`config.mk`:
```
export PLATFORM = sky130hd
export DESIGN_NAME = chacha_stream_xor
export DESIGN_NICKNAME = d
export VERILOG_FILES = /design/src/rtl/chacha_stream_xor.sv
export SDC_FILE = /design/constraint.sdc
export NUM_CORES = 1
export LEC_CHECK = 0
export ABC_AREA = 1
export CELL_PAD_IN_SITES_DETAIL_PLACEMENT = 0
export CELL_PAD_IN_SITES_GLOBAL_PLACEMENT = 1
export CORE_AREA = 2 2 378 380
export CTS_BUF_LIST = sky130_fd_sc_hd__clkbuf_8
export DETAILED_ROUTE_END_ITERATION = 8
export DIE_AREA = 0 0 380 382
export PLACE_DENSITY_LB_ADDON = 0.1
export SLEW_MARGIN = 40
export SYNTH_ARGS = -nofsm -noshare
export SYNTH_HDL_FRONTEND = slang
export SYNTH_SLANG_ARGS = --single-unit
```
`constraint.sdc`:
```
create_clock -name clk -period 39.9 [get_ports clk]
set_input_delay 7.98 -clock clk [delete_from_list [all_inputs] [get_ports clk]]
set_output_delay 7.98 -clock clk [all_outputs]
set_load 0.05 [all_outputs]
```
`src/rtl/chacha_stream_xor.sv`:
```
// Keystream XOR stage for the ChaCha20-Poly1305 core: XORs payload beats with
// 128-bit lanes of a 512-bit keystream block and forks ciphertext to the MAC port.
module chacha_stream_xor (
  input  logic         clk,
  input  logic         rst,
  input  logic         start,
  input  logic         dir,
  output logic         ks_req,
  input  logic         ks_valid,
  input  logic [511:0] ks_data,
  input  logic         in_valid,
  output logic         in_ready,
  input  logic [127:0] in_data,
  input  logic [15:0]  in_keep,
  input  logic         in_last,
  output logic         out_valid,
  input  logic         out_ready,
  output logic [127:0] out_data,
  output logic [15:0]  out_keep,
  output logic         out_last,
  output logic         pld_valid,
  input  logic         pld_ready,
  output logic [127:0] pld_data,
  output logic [15:0]  pld_keep,
  output logic         done
);

  typedef enum logic [2:0] {IDLE, REQ, WAIT, RUN, FLUSH} state_t;

  state_t       state, next;
  logic [511:0] ks_buf;
  logic [1:0]   lane;
  logic         buf_valid, dir_r;
  logic         vld_p1, out_taken, pld_taken;
  logic         out_hs, pld_hs, retire, in_hs, drained;
  logic [127:0] mask_p0, lane_p0, xor_p0, pld_p0;

  function automatic logic [127:0] byte_mask(input logic [15:0] keep);
    logic [127:0] m;
    m = '0;
    for (int j = 0; j < 16; j++) m[8*j +: 8] = {8{keep[j]}};
    return m;
  endfunction

  // Fork: each port drops its valid once taken; the register retires when both are taken.
  assign out_valid = vld_p1 & ~out_taken;
  assign pld_valid = vld_p1 & ~pld_taken;
  assign out_hs    = out_valid & out_ready;
  assign pld_hs    = pld_valid & pld_ready;
  assign retire    = vld_p1 & (out_taken | out_hs) & (pld_taken | pld_hs);
  assign drained   = ~vld_p1 | retire;
  assign in_ready  = (state == RUN) & buf_valid & drained;
  assign in_hs     = in_valid & in_ready & ~start;
  assign ks_req    = (state == REQ);

  // Stage p0: lane select, XOR and byte masking
  assign mask_p0 = byte_mask(in_keep);
  assign lane_p0 = ks_buf[128*lane +: 128];
  assign xor_p0  = (in_data ^ lane_p0) & mask_p0;
  assign pld_p0  = dir_r ? (in_data & mask_p0) : xor_p0;

  always_comb begin
    next = state;
    if (start) begin
      next = REQ;
    end else begin
      case (state)
        IDLE:    next = IDLE;
        REQ:     next = WAIT;
        WAIT:    if (ks_valid) next = RUN;
        RUN:     if (in_hs) begin
                   if (in_last)          next = FLUSH;
                   else if (lane == 2'd3) next = REQ;
                 end
        FLUSH:   if (drained) next = IDLE;
        default: next = IDLE;
      endcase
    end
  end

  always_ff @(posedge clk or posedge rst) begin
    if (rst) state <= IDLE;
    else     state <= next;
  end

  always_ff @(posedge clk) begin
    if (state == WAIT && ks_valid && !start) ks_buf <= ks_data;
  end

  // Stage p1: output register shared by the result and MAC ports
  always_ff @(posedge clk or posedge rst) begin
    if (rst) begin
      dir_r     <= 1'b0;
      lane      <= 2'd0;
      buf_valid <= 1'b0;
      vld_p1    <= 1'b0;
      out_taken <= 1'b0;
      pld_taken <= 1'b0;
      out_data  <= '0;
      out_keep  <= '0;
      out_last  <= 1'b0;
      pld_data  <= '0;
      pld_keep  <= '0;
      done      <= 1'b0;
    end else if (start) begin
      dir_r     <= dir;
      lane      <= 2'd0;
      buf_valid <= 1'b0;
      vld_p1    <= 1'b0;
      out_taken <= 1'b0;
      pld_taken <= 1'b0;
      out_data  <= '0;
      out_keep  <= '0;
      out_last  <= 1'b0;
      pld_data  <= '0;
      pld_keep  <= '0;
      done      <= 1'b0;
    end else begin
      done <= (state == FLUSH) & drained;
      if (state == WAIT && ks_valid) begin
        lane      <= 2'd0;
        buf_valid <= 1'b1;
      end
      if (in_hs) begin
        lane      <= lane + 2'd1;
        buf_valid <= (lane != 2'd3);
        vld_p1    <= 1'b1;
        out_taken <= 1'b0;
        pld_taken <= 1'b0;
        out_data  <= xor_p0;
        out_keep  <= in_keep;
        out_last  <= in_last;
        pld_data  <= pld_p0;
        pld_keep  <= in_keep;
      end else if (retire) begin
        vld_p1    <= 1'b0;
        out_taken <= 1'b0;
        pld_taken <= 1'b0;
      end else begin
        out_taken <= out_taken | out_hs;
        pld_taken <= pld_taken | pld_hs;
      end
    end
  end

endmodule
```
==> metrics.txt, run 1 <==
# TYPE chip_impl_metric gauge
chip_impl_metric{name="power.switching",unit="mW"} 0.622
chip_impl_metric{name="required_time_worst_endpoint",unit="ps"} 31920
chip_impl_metric{name="global_route_wire_length_before_repair",unit="um"} 200000
chip_impl_metric{name="design.portCount",unit=""} 959
chip_impl_metric{name="power_frac_seq",unit="%"} 45.4
chip_impl_metric{name="min_period",unit="ps"} 18040
chip_impl_metric{name="power_report.internal_total",unit="mW"} 1.47
chip_impl_metric{name="post_synth_edffs",unit=""} 512
chip_impl_metric{name="count_of_mapped_cells_out_of_synthesis",unit=""} 3316
chip_impl_info{name="post-synth-top-area-cell",value="sky130_fd_sc_hd__edfxtp_1"} 1
chip_impl_metric{name="routedWlPerCell",unit="um"} 22.5
chip_impl_info{name="startpoint_type",value="primary input"} 1
chip_impl_info{name="most_frequently_used_cell_type_in_the_post_synthesis_netlist",value="sky130_fd_sc_hd__nand2_1"} 1
chip_impl_metric{name="worst_ep_arrival_time",unit="ps"} 10060
chip_impl_metric{name="final_design_instance_area_without_fill",unit="um^2"} 48100
chip_impl_metric{name="grt_usage",unit="%"} 19.1
chip_impl_metric{name="timing.setup.tns",unit="ps"} 0
chip_impl_info{name="path_type_of_the_worst_min_delay_path",value="flop to flop"} 1
chip_impl_info{name="rsz_0062_raised_after_global_routing",value="no"} 1
chip_impl_info{name="crit_path_cell_trace",value="clkdlybuf4s50_1 > nand2_1 > nand2_1 > nand3_2 > nand2_2 > inv_1 > nor4_1 > clkdlybuf4s50_1"} 1
chip_impl_metric{name="synth.distinct_cells",unit=""} 25
chip_impl_metric{name="max_freq",unit="GHz"} 0.0554
chip_impl_metric{name="rrSetupSlack",unit="ps"} 35760
chip_impl_metric{name="synth.avg_cell_area",unit="um^2"} 10.2
chip_impl_metric{name="final_hold_viol_count",unit=""} 0
chip_impl_metric{name="fin_worst_hold_slack",unit="ps"} 474
chip_impl_metric{name="maximum_buffer_depth_of_the_clock_tree",unit=""} 3
chip_impl_info{name="tritoncts_clock_tree",value="built"} 1
chip_impl_metric{name="floorplan.core_area",unit="um^2"} 141000
chip_impl_metric{name="vertical_die_dimension",unit="um"} 382
chip_impl_metric{name="synth-seq-cells",unit=""} 796
chip_impl_metric{name="design.die.area",unit="um^2"} 145000
chip_impl_metric{name="cts_resized",unit=""} 0
chip_impl_metric{name="post-dp-hpwl",unit="um"} 98200
chip_impl_metric{name="numClockSinks",unit=""} 796
chip_impl_metric{name="cts_htree_levels",unit=""} 4
chip_impl_metric{name="rows",unit=""} 138
chip_impl_info{name="clock_tree.root_cell",value="sky130_fd_sc_hd__clkbuf_8"} 1
chip_impl_metric{name="gp_congestion",unit=""} 0.776
chip_impl_metric{name="finalCritPeriodShare",unit="%"} 45.2
chip_impl_metric{name="num-nets-final",unit=""} 4914
chip_impl_metric{name="initial_utilization",unit="%"} 24.0
chip_impl_metric{name="globalRouteMet1Util",unit="%"} 21.5
chip_impl_metric{name="report.final.setup_viol",unit=""} 0
chip_impl_metric{name="power_frac_clock",unit="%"} 37.5
chip_impl_metric{name="crit_path_max_fanout",unit=""} 6
chip_impl_metric{name="layout-area-overhead-vs-synth",unit="%"} 42.4
chip_impl_metric{name="cts_hold_buffers",unit=""} 0
chip_impl_metric{name="timing.final.ws_setup",unit="ps"} 21860
chip_impl_metric{name="die-width",unit="um"} 380
chip_impl_info{name="ys_top_cells_by_count",value="sky130_fd_sc_hd__nand2_1 (1,221), sky130_fd_sc_hd__nand3_1 (520), sky130_fd_sc_hd__edfxtp_1 (512)"} 1
chip_impl_info{name="cp_slowest_cell",value="sky130_fd_sc_hd__clkdlybuf4s50_1"} 1
chip_impl_metric{name="met2_track_demand_over_resource",unit="%"} 32.5
chip_impl_metric{name="grt_start_max_net_pins",unit=""} 132
chip_impl_metric{name="overflow",unit=""} 0
chip_impl_metric{name="netSwitchingFraction",unit="%"} 29.7
chip_impl_metric{name="max_cap_viol_count",unit=""} 0
chip_impl_metric{name="number_of_antenna_violations_at_the_first_check_in_global_routing",unit=""} 67
chip_impl_info{name="crit_type",value="primary input to output pin"} 1
chip_impl_metric{name="drt-initial-drc-count",unit=""} 1338
chip_impl_metric{name="p_per_area",unit="nW/um^2"} 43.5
chip_impl_metric{name="placedCellCount",unit=""} 5978
chip_impl_metric{name="cts_setup_buffers",unit=""} 0
chip_impl_metric{name="port-buffer-count",unit=""} 958
chip_impl_metric{name="dpl_worst_slack",unit="ps"} 21850
chip_impl_metric{name="p_leak",unit="nW"} 19.5
chip_impl_metric{name="place_area",unit="um^2"} 45100
chip_impl_metric{name="clk_pin_slew_worst_paths",unit="ps"} 50
chip_impl_metric{name="post_layout_nonfiller_instances",unit=""} 6304
chip_impl_info{name="critical_path.endpoint_type",value="output pin"} 1
chip_impl_metric{name="synthesis.area",unit="um^2"} 33800
chip_impl_metric{name="via_count",unit=""} 27700
chip_impl_metric{name="ys_seq_area_share",unit="%"} 66.5
chip_impl_metric{name="ant_nets",unit=""} 0
chip_impl_metric{name="yosys_warnings",unit=""} 0
chip_impl_info{name="run_status",value="finished, final reports clean"} 1
chip_impl_metric{name="slew_headroom",unit="%"} 38.6
chip_impl_info{name="grt_busiest_layer",value="met2"} 1
chip_impl_metric{name="drt_first_pass_iters",unit=""} 5
chip_impl_metric{name="tightest_slew",unit="ps"} 921
chip_impl_metric{name="clk-insertion-delay-late",unit="ps"} 860
chip_impl_metric{name="synthArstFlopShare",unit="%"} 35.7
chip_impl_metric{name="first_global_vias",unit=""} 27500
chip_impl_metric{name="drt-total-wl",unit="um"} 142000
chip_impl_metric{name="drc_errors",unit=""} 0
chip_impl_info{name="netlist_top_cells_area",value="sky130_fd_sc_hd__edfxtp_1 (45%), sky130_fd_sc_hd__dfrtp_1 (21%), sky130_fd_sc_hd__nand2_1 (14%)"} 1
chip_impl_metric{name="drive_above_1_share",unit="%"} 6.75
chip_impl_metric{name="timing.critical_path.slowest_cell_delay",unit="ps"} 870
chip_impl_metric{name="synth_top_area_share",unit="%"} 45.5
chip_impl_metric{name="filler_cell_count",unit=""} 14700
chip_impl_metric{name="final-max-slew-violation-count",unit=""} 0
chip_impl_metric{name="finClkSkew",unit="ps"} 41.7
chip_impl_metric{name="postSynthNetCount",unit=""} 3982
chip_impl_metric{name="use_met3",unit="%"} 7.30
chip_impl_metric{name="post_drt_via_cell_ratio",unit=""} 4.39
chip_impl_metric{name="cts_buffer_count",unit=""} 157
chip_impl_info{name="synthFlopType",value="sky130_fd_sc_hd__edfxtp_1"} 1
chip_impl_metric{name="power.share.combinational",unit="%"} 17.1
chip_impl_metric{name="irDropWorstVdd",unit="V"} 0.0000222
## critical path: cells and delay by family
kind / cells / cell delay (ps)
buf+inv: 3 / 1440
simple gates: 5 / 640
## cell families after synthesis
logic type                 Yosys count  share of synthesized area, %
adders and majority gates            1                        0.0370
buffers and inverters              238                          3.33
AOI/OAI and AO/OA                  392                          6.75
and+or+nand+nor                   1889                          23.4
DFF                                796                          66.5
## final timing paths
| kind | start | end | depth (start not counted) |
|---|---|---|---|
| setup / recovery | pld_ready | in_ready | 8 |
| setup reg to reg | state[2] | ks_buf[248] | 9 |
| hold / removal | pld_data[88] | pld_data[88] | 2 |
| max in group asynchronous | rst | lane[1] | 5 |
| hold reg to reg | pld_data[88] | pld_data[88] | 2 |
| min in group asynchronous | rst | pld_data[55] | 2 |
## registers in the layout, indices dropped and copies added, names as in the netlist
signal / cells
out_last: 1
done: 1
dir_r: 1
pld_data: 128
out_taken: 1
pld_taken: 1
buf_valid: 1
pld_keep: 16
out_data: 128
state: 3
vld_p1: 1
ks_buf: 512
lane: 2
## power groups by stage
stage          Combinational (mW)  Clock (mW)  Sequential, mW
2_1_floorplan               0.150           0            1.04
3_3_place_gp                0.363           0           0.965
3_5_place_dp                0.364           0           0.965
4_1_cts                     0.366       0.824           0.950
5_1_grt                     0.391       0.859           0.954
6_report                    0.358       0.786           0.949
## cells in the final DEF, fill, tap and decap left out, types with 2 or more instances in the layout
| cell | count |
|---|---|
| sky130_fd_sc_hd__clkinv_2 | 7 |
| sky130_fd_sc_hd__nor2_1 | 91 |
| sky130_fd_sc_hd__edfxtp_1 | 512 |
| sky130_fd_sc_hd__dfrtp_1 | 282 |
| sky130_fd_sc_hd__buf_4 | 20 |
| sky130_fd_sc_hd__inv_1 | 85 |
| sky130_fd_sc_hd__dfrtp_4 | 2 |
| sky130_fd_sc_hd__clkinv_8 | 4 |
| sky130_fd_sc_hd__clkinv_1 | 27 |
| sky130_fd_sc_hd__clkdlybuf4s50_1 | 955 |
| sky130_fd_sc_hd__clkbuf_8 | 178 |
| sky130_fd_sc_hd__a21o_1 | 128 |
| sky130_fd_sc_hd__buf_12 | 2 |
| sky130_fd_sc_hd__buf_6 | 12 |
| sky130_fd_sc_hd__o21ai_1 | 7 |
| sky130_fd_sc_hd__inv_6 | 3 |
| sky130_fd_sc_hd__buf_2 | 3 |
| sky130_fd_sc_hd__o21ai_0 | 127 |
| sky130_fd_sc_hd__diode_2 | 30 |
| sky130_fd_sc_hd__nor2_2 | 50 |
| sky130_fd_sc_hd__clkinvlp_4 | 5 |
| sky130_fd_sc_hd__a21oi_1 | 129 |
| sky130_fd_sc_hd__nand3_1 | 520 |
| sky130_fd_sc_hd__inv_8 | 2 |
| sky130_fd_sc_hd__nand2_1 | 1221 |
## routing by layer
layer	wire (um)	share of wire (%)
met4	4150	2.9
met5	407	0.29
met3	11000	7.8
met2	70900	50
met1	55400	39
## final cells by class
class / count / area [um^2] / share of cell area [%]
diodes: 30 / 75.1 / 0.156
clock buffers: 178 / 2450 / 5.09
clock inverters: 117 / 514 / 1.07
inverters: 18 / 115 / 0.239
multi-input cells: 2282 / 10200 / 21.2
flip-flops and latches: 796 / 22500 / 46.7
well taps: 1890 / 2360 / 4.91
repair buffers: 993 / 9930 / 20.6
## metrics by stage
step                util, %  total power, mW
finish                 34.2             2.09
detailed placement     32.0             1.33
CTS                    34.1             2.14
floorplan                 -             1.19
global placement       31.9             1.33
global route           34.2             2.20
No activity file was read; power rests on OpenSTA's default activity.
==> inputs of run 2 (changes only) <==
--- a/config.mk
+++ b/config.mk
@@ -8,10 +8,10 @@
 export ABC_AREA = 1
 export CELL_PAD_IN_SITES_DETAIL_PLACEMENT = 0
 export CELL_PAD_IN_SITES_GLOBAL_PLACEMENT = 1
-export CORE_AREA = 2 2 378 380
+export CORE_AREA = 2 2 370 372
 export CTS_BUF_LIST = sky130_fd_sc_hd__clkbuf_8
 export DETAILED_ROUTE_END_ITERATION = 8
-export DIE_AREA = 0 0 380 382
+export DIE_AREA = 0 0 372 374
 export PLACE_DENSITY_LB_ADDON = 0.1
 export SLEW_MARGIN = 40
 export SYNTH_ARGS = -nofsm -noshare
==> constraint.sdc (replaced) <==
create_clock -name clk -period 18.2 [get_ports clk]
set_input_delay 3.64 -clock clk [delete_from_list [all_inputs] [get_ports clk]]
set_output_delay 3.64 -clock clk [all_outputs]
set_load 0.05 [all_outputs]
==> run 2 against run 1 <==
  * Critical path depth unchanged
  * Hold slack gained 0.64 ps
  * Design area shrank 0.33%
  * Clock skew grew 12 ps
  * Power grew 120%
  * Count of clock-buffer cells in the layout decreased by 5
  * Setup slack lost 13000 ps
  * Die area is 4.2% lower
  * Non-clock buffer count shrank 1
  * Core utilization increased by 1.4 points
  * Highest routed layer unchanged
==> metrics.txt, run 2 (same netlist as run 1, synthesis figures left out) <==
# TYPE chip_impl_metric gauge
chip_impl_info{name="cp_slowest_cell",value="sky130_fd_sc_hd__clkdlybuf4s50_1"} 1
chip_impl_metric{name="p_leak",unit="nW"} 19.5
chip_impl_metric{name="cts_hold_buffers",unit=""} 0
chip_impl_metric{name="largest_register_ffs",unit=""} 512
chip_impl_metric{name="post-dp-hpwl",unit="um"} 97800
chip_impl_metric{name="num-nets-final",unit=""} 4909
chip_impl_metric{name="finClkSkew",unit="ps"} 53.6
chip_impl_metric{name="total_power",unit="mW"} 4.56
chip_impl_metric{name="irDropWorstVdd",unit="V"} 0.0000658
chip_impl_metric{name="cts_buffer_count",unit=""} 153
chip_impl_metric{name="drive_above_1_share",unit="%"} 6.65
chip_impl_metric{name="p_per_area",unit="nW/um^2"} 94.9
chip_impl_metric{name="worst_ep_arrival_time",unit="ps"} 5660
chip_impl_info{name="run_status",value="finished, final reports clean"} 1
chip_impl_metric{name="overflow",unit=""} 0
chip_impl_metric{name="tightest_slew",unit="ps"} 862
chip_impl_metric{name="timing.setup.tns",unit="ps"} 0
chip_impl_info{name="largest-register",value="ks_buf"} 1
chip_impl_info{name="path_type_of_the_worst_min_delay_path",value="flop to flop"} 1
chip_impl_info{name="layout.cells.most_common",value="sky130_fd_sc_hd__nand2_1"} 1
chip_impl_metric{name="final_hold_viol_count",unit=""} 0
chip_impl_metric{name="layout-area-overhead-vs-synth",unit="%"} 41.9
chip_impl_info{name="top_regs",value="ks_buf x512, out_data x128, pld_data x128"} 1
chip_impl_metric{name="timing.critical_path.slowest_cell_delay",unit="ps"} 870
chip_impl_metric{name="min_period",unit="ps"} 9300
chip_impl_metric{name="rows",unit=""} 135
chip_impl_info{name="commonest_cells_after_routing_fill_and_taps_aside",value="sky130_fd_sc_hd__nand2_1 (1,221), sky130_fd_sc_hd__clkdlybuf4s50_1 (953), sky130_fd_sc_hd__nand3_1 (520)"} 1
chip_impl_metric{name="ant_nets",unit=""} 0
chip_impl_metric{name="grt_usage",unit="%"} 19.8
chip_impl_info{name="startpoint_type",value="primary input"} 1
chip_impl_metric{name="first_global_vias",unit=""} 27200
chip_impl_metric{name="fin_worst_hold_slack",unit="ps"} 475
chip_impl_info{name="crit_path_cell_trace",value="clkdlybuf4s50_1 > nand2_1 > nand2_1 > nand3_2 > nand2_2 > inv_1 > nor4_1 > clkdlybuf4s50_1"} 1
chip_impl_metric{name="drt_first_pass_iters",unit=""} 5
chip_impl_metric{name="via_count",unit=""} 27500
chip_impl_metric{name="grt_start_max_net_pins",unit=""} 144
chip_impl_metric{name="cts_setup_buffers",unit=""} 0
chip_impl_metric{name="maximum_buffer_depth_of_the_clock_tree",unit=""} 3
chip_impl_metric{name="max_freq",unit="GHz"} 0.108
chip_impl_metric{name="die-width",unit="um"} 372
chip_impl_metric{name="max_cap_viol_count",unit=""} 0
chip_impl_metric{name="numClockSinks",unit=""} 796
chip_impl_metric{name="drc_errors",unit=""} 0
chip_impl_metric{name="number_of_antenna_violations_at_the_first_check_in_global_routing",unit=""} 67
chip_impl_metric{name="final-max-slew-violation-count",unit=""} 0
chip_impl_info{name="clock_tree.root_cell",value="sky130_fd_sc_hd__clkbuf_8"} 1
chip_impl_metric{name="initial_utilization",unit="%"} 25.0
chip_impl_metric{name="clk-insertion-delay-late",unit="ps"} 880
chip_impl_metric{name="crit_path_max_fanout",unit=""} 6
chip_impl_metric{name="cts_resized",unit=""} 0
chip_impl_metric{name="post_drt_via_cell_ratio",unit=""} 4.45
chip_impl_metric{name="post_layout_nonfiller_instances",unit=""} 6174
chip_impl_metric{name="report.final.setup_viol",unit=""} 0
chip_impl_metric{name="global_route_wire_length_before_repair",unit="um"} 196000
chip_impl_metric{name="placedCellCount",unit=""} 5865
chip_impl_info{name="critical_path.endpoint_type",value="output pin"} 1
chip_impl_metric{name="port-buffer-count",unit=""} 958
chip_impl_metric{name="gp_congestion",unit=""} 0.784
chip_impl_info{name="crit_type",value="primary input to output pin"} 1
chip_impl_metric{name="clk_pin_slew_worst_paths",unit="ps"} 60
chip_impl_metric{name="cts_htree_levels",unit=""} 4
chip_impl_info{name="rsz_0062_raised_after_global_routing",value="no"} 1
chip_impl_metric{name="slew_headroom",unit="%"} 42.4
chip_impl_info{name="tritoncts_clock_tree",value="built"} 1
chip_impl_metric{name="drt-total-wl",unit="um"} 141000
chip_impl_metric{name="drt-initial-drc-count",unit=""} 1620
chip_impl_metric{name="finalCritPeriodShare",unit="%"} 51.1
chip_impl_metric{name="required_time_worst_endpoint",unit="ps"} 14560
chip_impl_metric{name="design.portCount",unit=""} 959
chip_impl_metric{name="vertical_die_dimension",unit="um"} 374
chip_impl_metric{name="routedWlPerCell",unit="um"} 22.9
chip_impl_metric{name="design.die.area",unit="um^2"} 139000
chip_impl_metric{name="floorplan.core_area",unit="um^2"} 135000
run 2: cell types whose count changed in the layout (fill, tap and decap cells not counted), sizes merged:
cell           delta
clkdlybuf4s50     -2
buf               +1
clkinv           -14
clkbuf            -5
diode            -10
inv               +9
run 2: worst max-delay path, delay by kind of cell:
family	cells	cell delay (ps)
buf+inv	3	1400
simple gates	5	610
run 2: area by class of cell:
type / count / area [um^2]
Fill cell: 13700 / 87000
Sequential cell: 796 / 22500
Multi-Input combinational cell: 2282 / 10200
Timing Repair Buffer: 992 / 10000
Clock buffer: 173 / 2380
Tap cell: 1781 / 2230
Clock inverter: 112 / 499
Inverter: 18 / 118
Antenna cell: 20 / 50.0
run 2: metrics by stage:
| step | setup slack (ps) | util (%) | instance area (um^2) |
|---|---|---|---|
| 6_report | 8900 | 35.6 | 48000 |
| 2_1_floorplan | 619 | - | 33800 |
| 4_1_cts | 8890 | 35.4 | 47800 |
| 5_1_grt | 8770 | 35.5 | 48000 |
| 3_3_place_gp | 8940 | 33.2 | 44900 |
| 3_5_place_dp | 8900 | 33.3 | 45000 |
run 2: worst paths after layout:
kind,from,to,slack (ps),cells past startpoint
max in group asynchronous,rst,pld_data[15],12450,6
min in group asynchronous,rst,out_data[122],3120,2
worst min register to register,pld_data[64],pld_data[64],470,2
worst max-delay path,out_ready,in_ready,8900,8
worst min-delay path,pld_data[64],pld_data[64],470,2
worst max register to register,lane[1],pld_data[124],14740,9
run 2: layer usage:
metal	vias to the layer above	share of wire [%]	GRT usage, %
li1	13200	-	-
met1	13100	38	21.7
met2	858	51	34.2
met3	275	8.2	7.51
met4	74	3.1	7.71
met5	-	0.34	0
run 2: report_power, final:
part	internal, mW	switching, mW
clock	0.870	0.816
combinational	0.295	0.496
sequential	2.04	0.0405
==> inputs of run 3 (changes only) <==
==> constraint.sdc (replaced) <==
create_clock -name clk -period 9.3 [get_ports clk]
set_input_delay 1.86 -clock clk [delete_from_list [all_inputs] [get_ports clk]]
set_output_delay 1.86 -clock clk [all_outputs]
set_load 0.05 [all_outputs]
==> run 3 against run 2 <==
  * Core utilization grew 0.094 points
  * Flip-flop and latch count is the same
  * Combinational power is 97% higher
  * Register-to-register slack lost 8400 ps
  * Critical path depth did not move
  * Routed wire length barely moved
  * Global-route usage up 0.051 points
  * First-iteration DRC count is 6.5% lower
  * Via count is 0.85% higher
  * Power rose by 97%
  * Non-clock buffer count rose by 2
  * Largest cell class unchanged
  * Highest routed layer unchanged
==> metrics.txt, run 3 (same netlist as run 1, synthesis figures left out) <==
# TYPE chip_impl_metric gauge
chip_impl_metric{name="numClockSinks",unit=""} 796
chip_impl_metric{name="final_hold_viol_count",unit=""} 0
chip_impl_metric{name="max_cap_viol_count",unit=""} 0
chip_impl_metric{name="layout.area.seq",unit="um^2"} 22500
chip_impl_metric{name="crit_path_max_fanout",unit=""} 6
chip_impl_info{name="top_regs",value="ks_buf x512, out_data x128, pld_data x128"} 1
chip_impl_info{name="rsz_0062_raised_after_global_routing",value="no"} 1
chip_impl_metric{name="place_area",unit="um^2"} 45000
chip_impl_metric{name="cts_buffer_count",unit=""} 156
chip_impl_metric{name="fin_worst_hold_slack",unit="ps"} 473
chip_impl_info{name="tritoncts_clock_tree",value="built"} 1
chip_impl_metric{name="clk_pin_slew_worst_paths",unit="ps"} 50
chip_impl_metric{name="report.final.setup_viol",unit=""} 0
chip_impl_metric{name="drt_first_pass_iters",unit=""} 7
chip_impl_info{name="cp_slowest_cell",value="sky130_fd_sc_hd__clkdlybuf4s50_1"} 1
chip_impl_metric{name="routedWlPerCell",unit="um"} 22.8
chip_impl_metric{name="p_leak",unit="nW"} 19.6
chip_impl_metric{name="drt-initial-drc-count",unit=""} 1515
chip_impl_info{name="layout.cells.most_common",value="sky130_fd_sc_hd__nand2_1"} 1
chip_impl_metric{name="design.die.area",unit="um^2"} 139000
chip_impl_metric{name="largest_register_ffs",unit=""} 512
chip_impl_metric{name="finalCritPeriodShare",unit="%"} 62.0
chip_impl_metric{name="cts_setup_buffers",unit=""} 0
chip_impl_info{name="critical_path.endpoint_type",value="output pin"} 1
chip_impl_metric{name="required_time_worst_endpoint",unit="ps"} 7440
chip_impl_metric{name="max_freq",unit="GHz"} 0.173
chip_impl_metric{name="cts_resized",unit=""} 0
chip_impl_info{name="crit_start",value="out_ready"} 1
chip_impl_metric{name="filler_cell_count",unit=""} 13800
chip_impl_metric{name="final-max-slew-violation-count",unit=""} 0
chip_impl_metric{name="grt_start_max_net_pins",unit=""} 146
chip_impl_metric{name="tightest_slew",unit="ps"} 852
chip_impl_metric{name="worst_ep_arrival_time",unit="ps"} 3910
chip_impl_metric{name="slew_headroom",unit="%"} 43.0
chip_impl_info{name="largest-register",value="ks_buf"} 1
chip_impl_metric{name="drive_above_1_share",unit="%"} 6.73
chip_impl_info{name="commonest_cells_after_routing_fill_and_taps_aside",value="sky130_fd_sc_hd__nand2_1 (1,220), sky130_fd_sc_hd__clkdlybuf4s50_1 (954), sky130_fd_sc_hd__nand3_1 (520)"} 1
chip_impl_metric{name="overflow",unit=""} 0
chip_impl_metric{name="timing.critical_path.slowest_cell_delay",unit="ps"} 880
chip_impl_metric{name="first_global_vias",unit=""} 27400
chip_impl_metric{name="floorplan.core_area",unit="um^2"} 135000
chip_impl_metric{name="number_of_antenna_violations_at_the_first_check_in_global_routing",unit=""} 66
chip_impl_metric{name="vertical_die_dimension",unit="um"} 374
chip_impl_metric{name="num-nets-final",unit=""} 4914
chip_impl_metric{name="gp_congestion",unit=""} 0.779
chip_impl_info{name="clock_tree.root_cell",value="sky130_fd_sc_hd__clkbuf_8"} 1
chip_impl_metric{name="via_count",unit=""} 27700
chip_impl_metric{name="global_route_wire_length_before_repair",unit="um"} 198000
chip_impl_info{name="crit-reg2reg-launch",value="lane[1]"} 1
chip_impl_metric{name="irDropWorstVdd",unit="V"} 0.000123
chip_impl_metric{name="post_drt_via_cell_ratio",unit=""} 4.48
chip_impl_metric{name="rows",unit=""} 135
chip_impl_metric{name="post-dp-hpwl",unit="um"} 96900
chip_impl_metric{name="min_path_cells",unit=""} 2
chip_impl_metric{name="drt-total-wl",unit="um"} 141000
chip_impl_metric{name="initial_utilization",unit="%"} 25.0
chip_impl_info{name="startpoint_type",value="primary input"} 1
chip_impl_metric{name="rrSetupSlack",unit="ps"} 6390
chip_impl_metric{name="design.portCount",unit=""} 959
chip_impl_metric{name="p_per_area",unit="nW/um^2"} 186
chip_impl_info{name="crit_type",value="primary input to output pin"} 1
chip_impl_metric{name="grt_usage",unit="%"} 19.8
chip_impl_metric{name="multi_input_comb_area",unit="um^2"} 10200
chip_impl_info{name="crit_path_cell_trace",value="clkdlybuf4s50_1 > nand2_1 > nand2_1 > nand3_2 > nand2_2 > inv_1 > nor4_1 > clkdlybuf4s50_1"} 1
chip_impl_info{name="timing.hold.worst.start",value="pld_data[97]"} 1
chip_impl_metric{name="clk-insertion-delay-late",unit="ps"} 880
chip_impl_metric{name="min_period",unit="ps"} 5770
chip_impl_metric{name="cts_htree_levels",unit=""} 4
chip_impl_metric{name="maximum_buffer_depth_of_the_clock_tree",unit=""} 3
chip_impl_metric{name="drc_errors",unit=""} 0
chip_impl_info{name="path_type_of_the_worst_min_delay_path",value="flop to flop"} 1
chip_impl_metric{name="finClkSkew",unit="ps"} 42.2
chip_impl_metric{name="cts_hold_buffers",unit=""} 0
chip_impl_metric{name="final_design_instance_area_without_fill",unit="um^2"} 48100
chip_impl_metric{name="ant_nets",unit=""} 0
chip_impl_info{name="run_status",value="finished, final reports clean"} 1
chip_impl_metric{name="port-buffer-count",unit=""} 958
chip_impl_metric{name="r2r_cells",unit=""} 8
chip_impl_metric{name="layout-area-overhead-vs-synth",unit="%"} 42.3
chip_impl_metric{name="die-width",unit="um"} 372
==> run 3: changes by cell type in the layout (fill, tap and decap cells not counted), sizes merged <==
cell / previous run / this run
clkinv: 24 / 32
inv: 101 / 98
clkinvlp: 5 / 2
diode: 20 / 27
clkdlybuf4s50: 953 / 954
clkbuf: 173 / 178
==> run 3: area by class of cell <==
| cell class | count | share of cell area [%] |
|---|---|---|
| tap | 1781 | 4.63 |
| clock buffer | 177 | 5.06 |
| sequential | 796 | 46.7 |
| inverter | 18 | 0.205 |
| timing repair buffer | 994 | 21.0 |
| multi-input combinational | 2282 | 21.2 |
| antenna | 27 | 0.140 |
| clock inverter | 114 | 0.960 |
==> run 3: routing by layer <==
layer  vias to the layer above  track usage (%)  part of all wire (%)
met1                     13300             22.4                    39
met2                       855             33.8                    50
met3                       289             7.43                   8.0
met5                         -                0                  0.26
li1                      13200                -                     -
met4                        60             7.08                   3.0
==> run 3: power by group <==
part,leakage [nW],total [mW],internal (mW),switching (mW)
clock network,1.78,3.33,1.73,1.60
registers,8.56,4.06,3.99,0.0735
logic,9.26,1.56,0.584,0.976
==> run 3: worst paths after layout <==
check                                end
max                             in_ready
min                         pld_data[97]
max reg2reg                pld_data[124]
min reg2reg                 pld_data[97]
max in group asynchronous        lane[1]
min in group asynchronous    out_data[3]
==> run 3: per-stage QoR <==
| step | std cells | total power, mW | TNS (ps) | util, % | setup WS (ps) |
|---|---|---|---|---|---|
| global route | 6182 | 9.41 | 0 | 35.6 | 3420 |
| CTS | 6157 | 9.14 | 0 | 35.5 | 3540 |
| finish | 6189 | 8.96 | 0 | 35.6 | 3530 |
| detailed placement | 5866 | 5.71 | 0 | 33.4 | 3550 |
| global placement | 5862 | 5.71 | 0 | 33.3 | 3550 |
| floorplan | 3316 | 5.01 | -312120 | - | -610 |
==> run 3: critical path, delay by kind of cell <==
| family | cells | cell delay (ps) |
|---|---|---|
| AND/OR/NAND/NOR | 5 | 620 |
| buffers and inverters | 3 | 1420 |
